[src/rtl/bp_stream_pump_in_if.sv]
// Valid/yumi stream channel: one header (repeated per beat) plus one data beat.
// Header layout: {payload, addr[PaddrWidth], size[3], msg_type[4]}, size = log2(bytes).
interface bp_stream_pump_in_if #(
  parameter int unsigned HeaderWidth = 63,
  parameter int unsigned DataWidth   = 64
);
  logic [HeaderWidth-1:0] header;
  logic [DataWidth-1:0]   data;
  logic                   v;
  logic                   yumi;

  modport master (output header, data, v, input yumi);
  modport slave  (input header, data, v, output yumi);
endinterface

[src/rtl/bp_stream_pump_in.sv]
// Inbound stream pump: presents bus beats to a local FSM one sub-block at a time, and on a
// client endpoint expands a multi-beat read command into per-sub-block read requests.
module bp_stream_pump_in #(
    parameter int unsigned PaddrWidth      = 40,
    parameter int unsigned PayloadWidth    = 16,
    parameter int unsigned StreamDataWidth = 64,
    parameter int unsigned BlockWidth      = 512,
    parameter bit          MasterP         = 1'b1,
    localparam int unsigned StreamWords    = BlockWidth / StreamDataWidth,
    localparam int unsigned CntW           = (StreamWords > 1) ? $clog2(StreamWords) : 1
) (
    input  logic                       clk_i,
    input  logic                       reset_n_i,
    bp_stream_pump_in_if.slave         mem_io,
    bp_stream_pump_in_if.master        fsm_io,
    output logic [CntW-1:0]            fsm_cnt_o,
    output logic                       fsm_new_o,
    output logic                       fsm_last_o,
    output logic                       done_o
);

    localparam int unsigned HeaderWidth = PayloadWidth + PaddrWidth + 7;
    localparam int unsigned BeatBytes   = StreamDataWidth / 8;
    localparam int unsigned OffW        = (BeatBytes > 1) ? $clog2(BeatBytes) : 1;
    localparam logic [2:0]  BeatSize    = 3'($clog2(BeatBytes));
    localparam logic [3:0]  MsgRd       = 4'd0;
    localparam logic [3:0]  MsgUcRd     = 4'd2;

    typedef enum logic [1:0] {StReady, StPass, StExpand} state_e;

    state_e            state_q, state_d;
    logic [CntW-1:0]   cnt_q, cnt_d;
    logic [3:0]        type_q, type_d;

    logic [HeaderWidth-1:0] hdr_in, hdr_out;
    logic [3:0]             msg_type;
    logic [2:0]             size_in;
    logic [PaddrWidth-1:0]  addr_in, addr_exp;
    logic [CntW-1:0]        first_cnt, last_cnt, cnt_cur;
    int unsigned            num_words;
    logic                   single, is_read, expand_mode, expand_sel;
    logic                   fsm_v, mem_yumi, last, consume;

    assign hdr_in   = mem_io.header;
    assign msg_type = hdr_in[3:0];
    assign size_in  = hdr_in[6:4];
    assign addr_in  = hdr_in[7 +: PaddrWidth];

    // Message geometry, all derived from the header presented on the bus
    always_comb begin
        if (32'(size_in) <= OffW) begin
            num_words = 1;
        end else begin
            num_words = 32'd1 << (32'(size_in) - OffW);
        end
        if (num_words > StreamWords) begin
            num_words = StreamWords;
        end
    end

    assign first_cnt   = addr_in[OffW +: CntW];
    assign last_cnt    = CntW'(32'(first_cnt) + num_words - 32'd1);
    assign single      = (num_words == 32'd1);
    assign is_read     = (msg_type == MsgRd) || (msg_type == MsgUcRd);
    assign expand_mode = !MasterP && is_read && !single;
    assign expand_sel  = (state_q == StExpand) || ((state_q == StReady) && expand_mode);

    assign cnt_cur = (state_q == StReady) ? first_cnt : cnt_q;
    assign last    = single || (cnt_cur == last_cnt);
    assign fsm_v   = mem_io.v && reset_n_i;
    assign consume = fsm_v && fsm_io.yumi;

    always_comb begin
        addr_exp                 = addr_in;
        addr_exp[OffW +: CntW]   = cnt_cur;
        hdr_out                  = hdr_in;
        mem_yumi                 = fsm_io.yumi && reset_n_i;
        fsm_io.data              = mem_io.data;
        if (expand_sel) begin
            // Bus header stays on the bus until the final sub-request is taken
            hdr_out[7 +: PaddrWidth] = addr_exp;
            hdr_out[6:4]             = BeatSize;
            fsm_io.data              = '0;
            mem_yumi                 = fsm_io.yumi && reset_n_i && last;
        end
    end

    assign fsm_io.header = hdr_out;
    assign fsm_io.v      = fsm_v;
    assign mem_io.yumi   = mem_yumi;
    assign fsm_cnt_o     = cnt_cur;
    assign fsm_new_o     = (state_q == StReady);
    assign fsm_last_o    = last;
    assign done_o        = consume && last;

    always_comb begin
        state_d = state_q;
        cnt_d   = cnt_q;
        type_d  = type_q;
        unique case (state_q)
            StReady: begin
                if (consume) begin
                    type_d = msg_type;
                    if (!single) begin
                        cnt_d   = first_cnt + CntW'(1);
                        state_d = expand_mode ? StExpand : StPass;
                    end
                end
            end
            StPass, StExpand: begin
                if (consume) begin
                    cnt_d = cnt_q + CntW'(1);
                    if (last) begin
                        state_d = StReady;
                    end
                end
            end
            default: state_d = StReady;
        endcase
    end

    always_ff @(posedge clk_i) begin
        if (!reset_n_i) begin
            state_q <= StReady;
            cnt_q   <= '0;
            type_q  <= '0;
        end else begin
            state_q <= state_d;
            cnt_q   <= cnt_d;
            type_q  <= type_d;
        end
    end

    yumi_needs_valid_a: assert property (@(posedge clk_i) disable iff (!reset_n_i)
        fsm_io.yumi |-> fsm_v);

    pass_type_stable_a: assert property (@(posedge clk_i) disable iff (!reset_n_i)
        (state_q == StPass && mem_io.v) |-> (msg_type == type_q));

endmodule

[src/flat_wrapper.sv]
// flat-port wrapper written by rule: the top's interface ports become plain ports
module bp_stream_pump_in_flat 
#(
    parameter int unsigned PaddrWidth      = 40,
    parameter int unsigned PayloadWidth    = 16,
    parameter int unsigned StreamDataWidth = 64,
    parameter int unsigned BlockWidth      = 512,
    parameter bit          MasterP         = 1'b1,
    localparam int unsigned StreamWords    = BlockWidth / StreamDataWidth,
    localparam int unsigned CntW           = (StreamWords > 1) ? $clog2(StreamWords) : 1
)
  (clk_i, reset_n_i, fsm_cnt_o, fsm_new_o, fsm_last_o, done_o, mem_io_header, mem_io_data, mem_io_v, mem_io_yumi, fsm_io_header, fsm_io_data, fsm_io_v, fsm_io_yumi);
  bp_stream_pump_in_if #(.HeaderWidth((63)), .DataWidth(64)) mem_io_i ();
  bp_stream_pump_in_if #(.HeaderWidth((63)), .DataWidth(64)) fsm_io_i ();
  input  logic clk_i;
  input  logic reset_n_i;
  output logic [CntW-1:0] fsm_cnt_o;
  output logic fsm_new_o;
  output logic fsm_last_o;
  output logic done_o;
  input wire logic [$bits(mem_io_i.header)-1:0] mem_io_header;
  input wire logic [$bits(mem_io_i.data)-1:0] mem_io_data;
  input wire logic [$bits(mem_io_i.v)-1:0] mem_io_v;
  output wire logic [$bits(mem_io_i.yumi)-1:0] mem_io_yumi;
  output wire logic [$bits(fsm_io_i.header)-1:0] fsm_io_header;
  output wire logic [$bits(fsm_io_i.data)-1:0] fsm_io_data;
  output wire logic [$bits(fsm_io_i.v)-1:0] fsm_io_v;
  input wire logic [$bits(fsm_io_i.yumi)-1:0] fsm_io_yumi;
  assign mem_io_i.header = mem_io_header;
  assign mem_io_i.data = mem_io_data;
  assign mem_io_i.v = mem_io_v;
  assign mem_io_yumi = mem_io_i.yumi;
  assign fsm_io_header = fsm_io_i.header;
  assign fsm_io_data = fsm_io_i.data;
  assign fsm_io_v = fsm_io_i.v;
  assign fsm_io_i.yumi = fsm_io_yumi;
  bp_stream_pump_in #(.PaddrWidth(PaddrWidth), .PayloadWidth(PayloadWidth), .StreamDataWidth(StreamDataWidth), .BlockWidth(BlockWidth), .MasterP(MasterP)) u_core (.clk_i(clk_i), .reset_n_i(reset_n_i), .mem_io(mem_io_i), .fsm_io(fsm_io_i), .fsm_cnt_o(fsm_cnt_o), .fsm_new_o(fsm_new_o), .fsm_last_o(fsm_last_o), .done_o(done_o));
endmodule
[config.mk]
export PLATFORM = sky130hd
export DESIGN_NAME = bp_stream_pump_in_flat
export DESIGN_NICKNAME = d
export VERILOG_FILES = /design/src/rtl/bp_stream_pump_in_if.sv /design/src/rtl/bp_stream_pump_in.sv /design/src/flat_wrapper.sv
export SDC_FILE = /design/constraint.sdc
export NUM_CORES = 1
export LEC_CHECK = 0
export ABC_AREA = 1
export BUFFER_PORTS_ARGS = -buffer_cell sky130_fd_sc_hd__buf_4
export CAP_MARGIN = 15
export CORE_AREA = 2 2 103 105
export DETAILED_ROUTE_END_ITERATION = 8
export DIE_AREA = 0 0 105 107
export PLACE_DENSITY = 0.6
export RECOVER_POWER = 25
export SYNTH_ARGS = -nofsm -noshare
export SYNTH_HDL_FRONTEND = slang
export SYNTH_SLANG_ARGS = --single-unit
[constraint.sdc]
create_clock -name clk_i -period 6.3 [get_ports clk_i]
set_input_delay 0.315 -clock clk_i [delete_from_list [all_inputs] [get_ports clk_i]]
set_output_delay 0.315 -clock clk_i [all_outputs]
set_load 0.05 [all_outputs]
Word-level counts from Yosys, hierarchy flattened. Index checks and enable logic that the tools add are counted.

Muxes and demuxes: 15. Equal/unequal tests: 8. Reduce and logical (&&, ||, !) cells: 11. $add $sub $neg: 5. Shifts and indexed selects: 1. Magnitude comparators: 2.

Operator list (count): $mux 32 (2); $mux 64 (1); $eq 32x1->1 const B (1); $gt 32x4->1 const B (1); $shl 1x32->32 const A (1); $mux 3 (4); $mux 9 (1); $mux 2 (4); $reduce_and 4->1 (2); $add 3x1->3 const B (2); $ne 2x1->1 const B (3); $pmux 3 s2 (1); $logic_and 1x1->1 (5); $pmux 2 s2 (1); $sub 3x2->4 const B (1); $add 3x3->3 (1); $eq 3x3->1 (1); $le 3x2->1 const B (1); $sub 3x1->3 const B (1); $eq 2x1->1 const B (1); $eq 2x2->1 const B (1); $logic_not 2->1 (1); $ne 2x2->1 const B (1); $reduce_bool 2->1 (1); 3 further kinds (3).

Register bits after elaboration: 5. Output and inout bits: 135. Bits of input ports: 131.

Longest topological paths before layout.
Depth in word-level cells: 12. Depth in mapped cells: 22.

Worst setup path after synthesis. OpenSTA, ideal clock, no wires.

Path kind: input to output. Start point: input port mem_io_header[4]. End point: output port done_o. Setup slack: 3162 ps. Cell stages on the path: 18. Path buffers: 0. Required time: 5985 ps. Arrival: 2823 ps. Path through: ha_1 > ha_1 > inv_1 > nand3_1 > nor2_1 > nand2_1 > ha_1 > inv_1 > ha_1 > inv_1 > nand3_1 > nand2_1 > nand2_2 > nand2_1 > nand2_1 > nand2_1 > nand2_1 > a21oi_1.

Word-level cells in the longest chain between the ends: 10. Elaborated cells on any way between the ends: 12. Classes of those cells: add/sub (3); order compare (2); eq/ne (2); shift (1); mux (2); reduce/logical (2).

Ends and longest elaborated chain: start: declaration (line flat_wrapper.sv:21) `input wire logic [$bits(mem_io_i.header)-1:0] mem_io_header;`; $sub 3x2->4 (line bp_stream_pump_in.sv:54) `num_words = 32'd1 << (32'(size_in) - OffW);`; $shl 1x32->32 (line bp_stream_pump_in.sv:54); $mux 32 (*) (line bp_stream_pump_in.sv:51) `if (32'(size_in) <= OffW) begin`; $gt 32x4->1 (line bp_stream_pump_in.sv:56) `if (num_words > StreamWords) begin`; $mux 32 (*) (line bp_stream_pump_in.sv:56); $add 3x3->3 (line bp_stream_pump_in.sv:62) `assign last_cnt = CntW'(32'(first_cnt) + num_words - 32'd1);`; $sub 3x1->3 (line bp_stream_pump_in.sv:62); $eq 3x3->1 (line bp_stream_pump_in.sv:69) `assign last = single || (cnt_cur == last_cnt);`; $logic_or 1x1->1 (*) (line bp_stream_pump_in.sv:69); $logic_and 1x1->1 (*) (line bp_stream_pump_in.sv:94) `assign done_o = consume && last;`; end: declaration (line flat_wrapper.sv:20) `output logic done_o;`.

Mark *: on every way between the ends. The rest lies on a longest branch, timed or not.

Worst setup path in the final report. Same ends and word-level chain as after synthesis.

==> impl_metrics.yaml <==
outcome:
  status: "finished, final reports clean"
critical_path:
  worst_path_buf_inv: 5
  worst_setup_path_start_kind: "primary input"
  crit_path_frequent_cell: "sky130_fd_sc_hd__nand2_1"
  slowest_stage_cell_crit_path: "sky130_fd_sc_hd__ha_1"
  max_stage_delay_ns: 0.28
  critical_path_required_ns: 5.98
  cell_type_group_with_the_largest_total_delay_on_the_critical_path: "adder cells"
  critPathArrivalTime_ns: 2.70
  critical_path.max_fanout: 6
  worst-setup-path-type: "in -> out"
  cp-end-kind: "output pin"
  worstPathCellList: "buf_4 -> ha_1 -> ha_1 -> inv_1 -> nand3_1 -> nor2_1 -> nand2_1 -> ha_1 -> inv_1 -> ha_1 -> inv_1 -> nand3_1 -> nand2_1 -> nand2_2 -> nand2_1 -> nand2_1 -> nand2_1 -> nand2_1 -> a21oi_1 -> buf_4"
timing:
  setup_slack_ns: 3.29
  tightest_slew_ns: 0.280
  grt_setup_unrepaired: "no"
  clock_skew_ns: 0.000764
  timing_max_transition_violations_final: 0
  final.period_utilization: 0.478
  setup_total_negative_slack_ns: 0
  max-slew-margin-rel: 0.812
  highest_attainable_clock_frequency_mhz: 332
  period_needed_ns: 3.01
  report.final.hold_viol_count: 0
  finalSetupViolCount: 0
yosys:
  postSynthNetCount: 353
  yosysWarningCount: 0
  synthMuxAreaShare: 0
  ys_types: 20
  compound_cell_area_share_of_the_yosys_netlist: 0.0437
  synth_area_leaders: "sky130_fd_sc_hd__buf_4 64%, sky130_fd_sc_hd__ha_1 5.9%, sky130_fd_sc_hd__nand2_1 5.8%"
  syn_area_um2: 1490
  synth_top_family_by_area: "buffers and inverters"
  dominantRegCellSynth: "sky130_fd_sc_hd__dfxtp_1"
  synth_seq_area_share: 0.0538
  asyncSetResetFlopFracSynth: 0
  synth_fa_ha_area_frac: 0.0589
  simple_gate_area_share_of_the_yosys_netlist: 0.130
  synth_top_area_frac: 0.641
  postSynthCellCount: 215
  yosysTopAreaCell: "sky130_fd_sc_hd__buf_4"
  yosys.cell_count.top_type: "sky130_fd_sc_hd__buf_4"
  post_synth_xor_area_fraction: 0.0177
  post_synth_most_frequent_cells: "127 x sky130_fd_sc_hd__buf_4, 23 x sky130_fd_sc_hd__nand2_1, 18 x sky130_fd_sc_hd__inv_1"
  synth_enable_flop_cells: 0
  syn_area_per_cell_um2: 6.92
  synth_register_bits: 4
clock_tree:
  clock_sinks: 4
  clock_insertion_delay_worst_skew_ns: 0.22
  numCtsBuffers: 3
  register_clock_pin_slew_on_the_reported_worst_setup_and_hold_paths_ns: 0.03
  cts.hold.buffers_added: 0
  post_cts_sizing: 0
  cts-root-buf: "sky130_fd_sc_hd__clkbuf_8"
  tritoncts_clock_tree: "done"
  cts_htree_levels: 1
  post-cts-setup-buffer-count: 0
  clk_path_buf_depth: 2
cells_and_area:
  regArea_um2: 80.1
  finish.net_count: 254
  multi_input_area_um2: 372
  final.fill_count: 1221
  area.growth.synth_to_final_pct: -38.3
  antenna_cells: 0
  layout-drive-gt1-share: 0.316
floorplanning:
  floorplan.core_area_um2: 10100
  fp.dieW_um: 105
  rows: 37
  num_io_pins: 266
  die_h_um: 107
  floorplan.initialDensity: 0.147
  floorplan.die_area_um2: 11200
pwr:
  max-vdd-ir-drop_uv: 44.0
  power_leakage_nw: 0.447
  totalPowerFinal_mw: 0.152
  power.density_cell_area_nw_per_um2: 165
grt:
  gr-usage-all-layers: 0.0470
  grt_pass1_vias: 694
  grt_max_degree: 9
  grt_antenna_before_repair: 0
  grt_remaining_overflow: 0
  first_pass_grt_wire_length_um: 3750
placed_design:
  portBuffers: 23
  gp_congestion: 0.692
  hpwlAfterDp_um: 2340
  place_worst_setup_slack_ns: 3.29
detailed_routing:
  avgRoutedWirePerCell_um: 10.9
  drc: 0
  detailedRoute.firstPassIterationCount: 3
  route.final.wire_length_um: 2710
  initialDrtViolationCount: 22
  drtAntennaViolNets: 0
  drt-vias-per-instance: 3.00
  num_vias: 750
min_path:
  hp-class: "in -> reg"
job:
  max_cap_violations: 0
## area by class of cell
cell class,instances,area share
multi-input cells,62,0.405
repair buffers,23,0.188
well taps,136,0.185
inverters,22,0.0899
flip-flops and latches,4,0.0872
clock buffers,3,0.0450
## registers in the layout (all words and copies together), names as in the netlist
| register | flops |
|---|---|
| u_core.cnt_q | 3 |
| u_core.state_q | 1 |
## worst paths after layout
| path | startpoint | to | slack, ns | cells after the start |
|---|---|---|---|---|
| setup / recovery | mem_io_header[4] | done_o | 3.29 | 20 |
| hold / removal | reset_n_i | u_core.cnt_q[0]$_SDFFE_PN0P_ | 0.38 | 3 |
| setup reg to reg | u_core.state_q[0]$_SDFFE_PN0P_ | u_core.state_q[0]$_SDFFE_PN0P_ | 4.91 | 11 |
| hold reg to reg | u_core.cnt_q[2]$_SDFFE_PN0P_ | u_core.cnt_q[2]$_SDFFE_PN0P_ | 0.45 | 2 |
## cell families (layout without fill, tap and decap cells)
kind of cell,Yosys count,count (layout)
simple gates,41,41
xor+xnor,3,3
buf+inv,149,48
fa+ha+maj,7,7
flops,4,4
compound gates,11,11
## worst register-to-register path: cells and delay by family (launching register included)
kind,cells,cell delay [ns]
and+or+nand+nor,8,0.58
DFF,1,0.47
AOI/OAI and AO/OA,1,0.12
buffers and inverters,2,0.11
## power by group
group	internal [mW]	switching, mW	leakage (nW)
clock network	0.0407	0.0132	0.0216
registers	0.0267	0.000986	0.0325
logic	0.0237	0.0466	0.393
total	0.0911	0.0608	0.447
## layout by cell type (no fill, tap or decap), drive strengths merged
master,n
a21boi,1
dfxtp,4
inv,21
nand2,26
clkbuf,3
ha,7
buf,23
xnor2,2
a21oi,5
nor2,8
xor2,1
nand3,6
clkinv,1
nand4,1
o21ai,5
## per-layer routing
layer,GRT usage,part of all wire
met1,0.0343,0.28
met5,0,0
met3,0.0280,0.14
met4,0.0895,0.16
met2,0.0617,0.42
## stage by stage
step	area (µm²)	std cells	hold slack, ns	utilization
2_1_floorplan	1490	215	0.429	-
3_3_place_gp	877	247	0.448	0.0869
3_5_place_dp	877	247	0.450	0.0869
4_1_cts	918	250	0.380	0.0910
5_1_grt	918	250	0.396	0.0910
6_report	918	250	0.380	0.0910
Note: power is estimated with default switching activity, not from simulation.
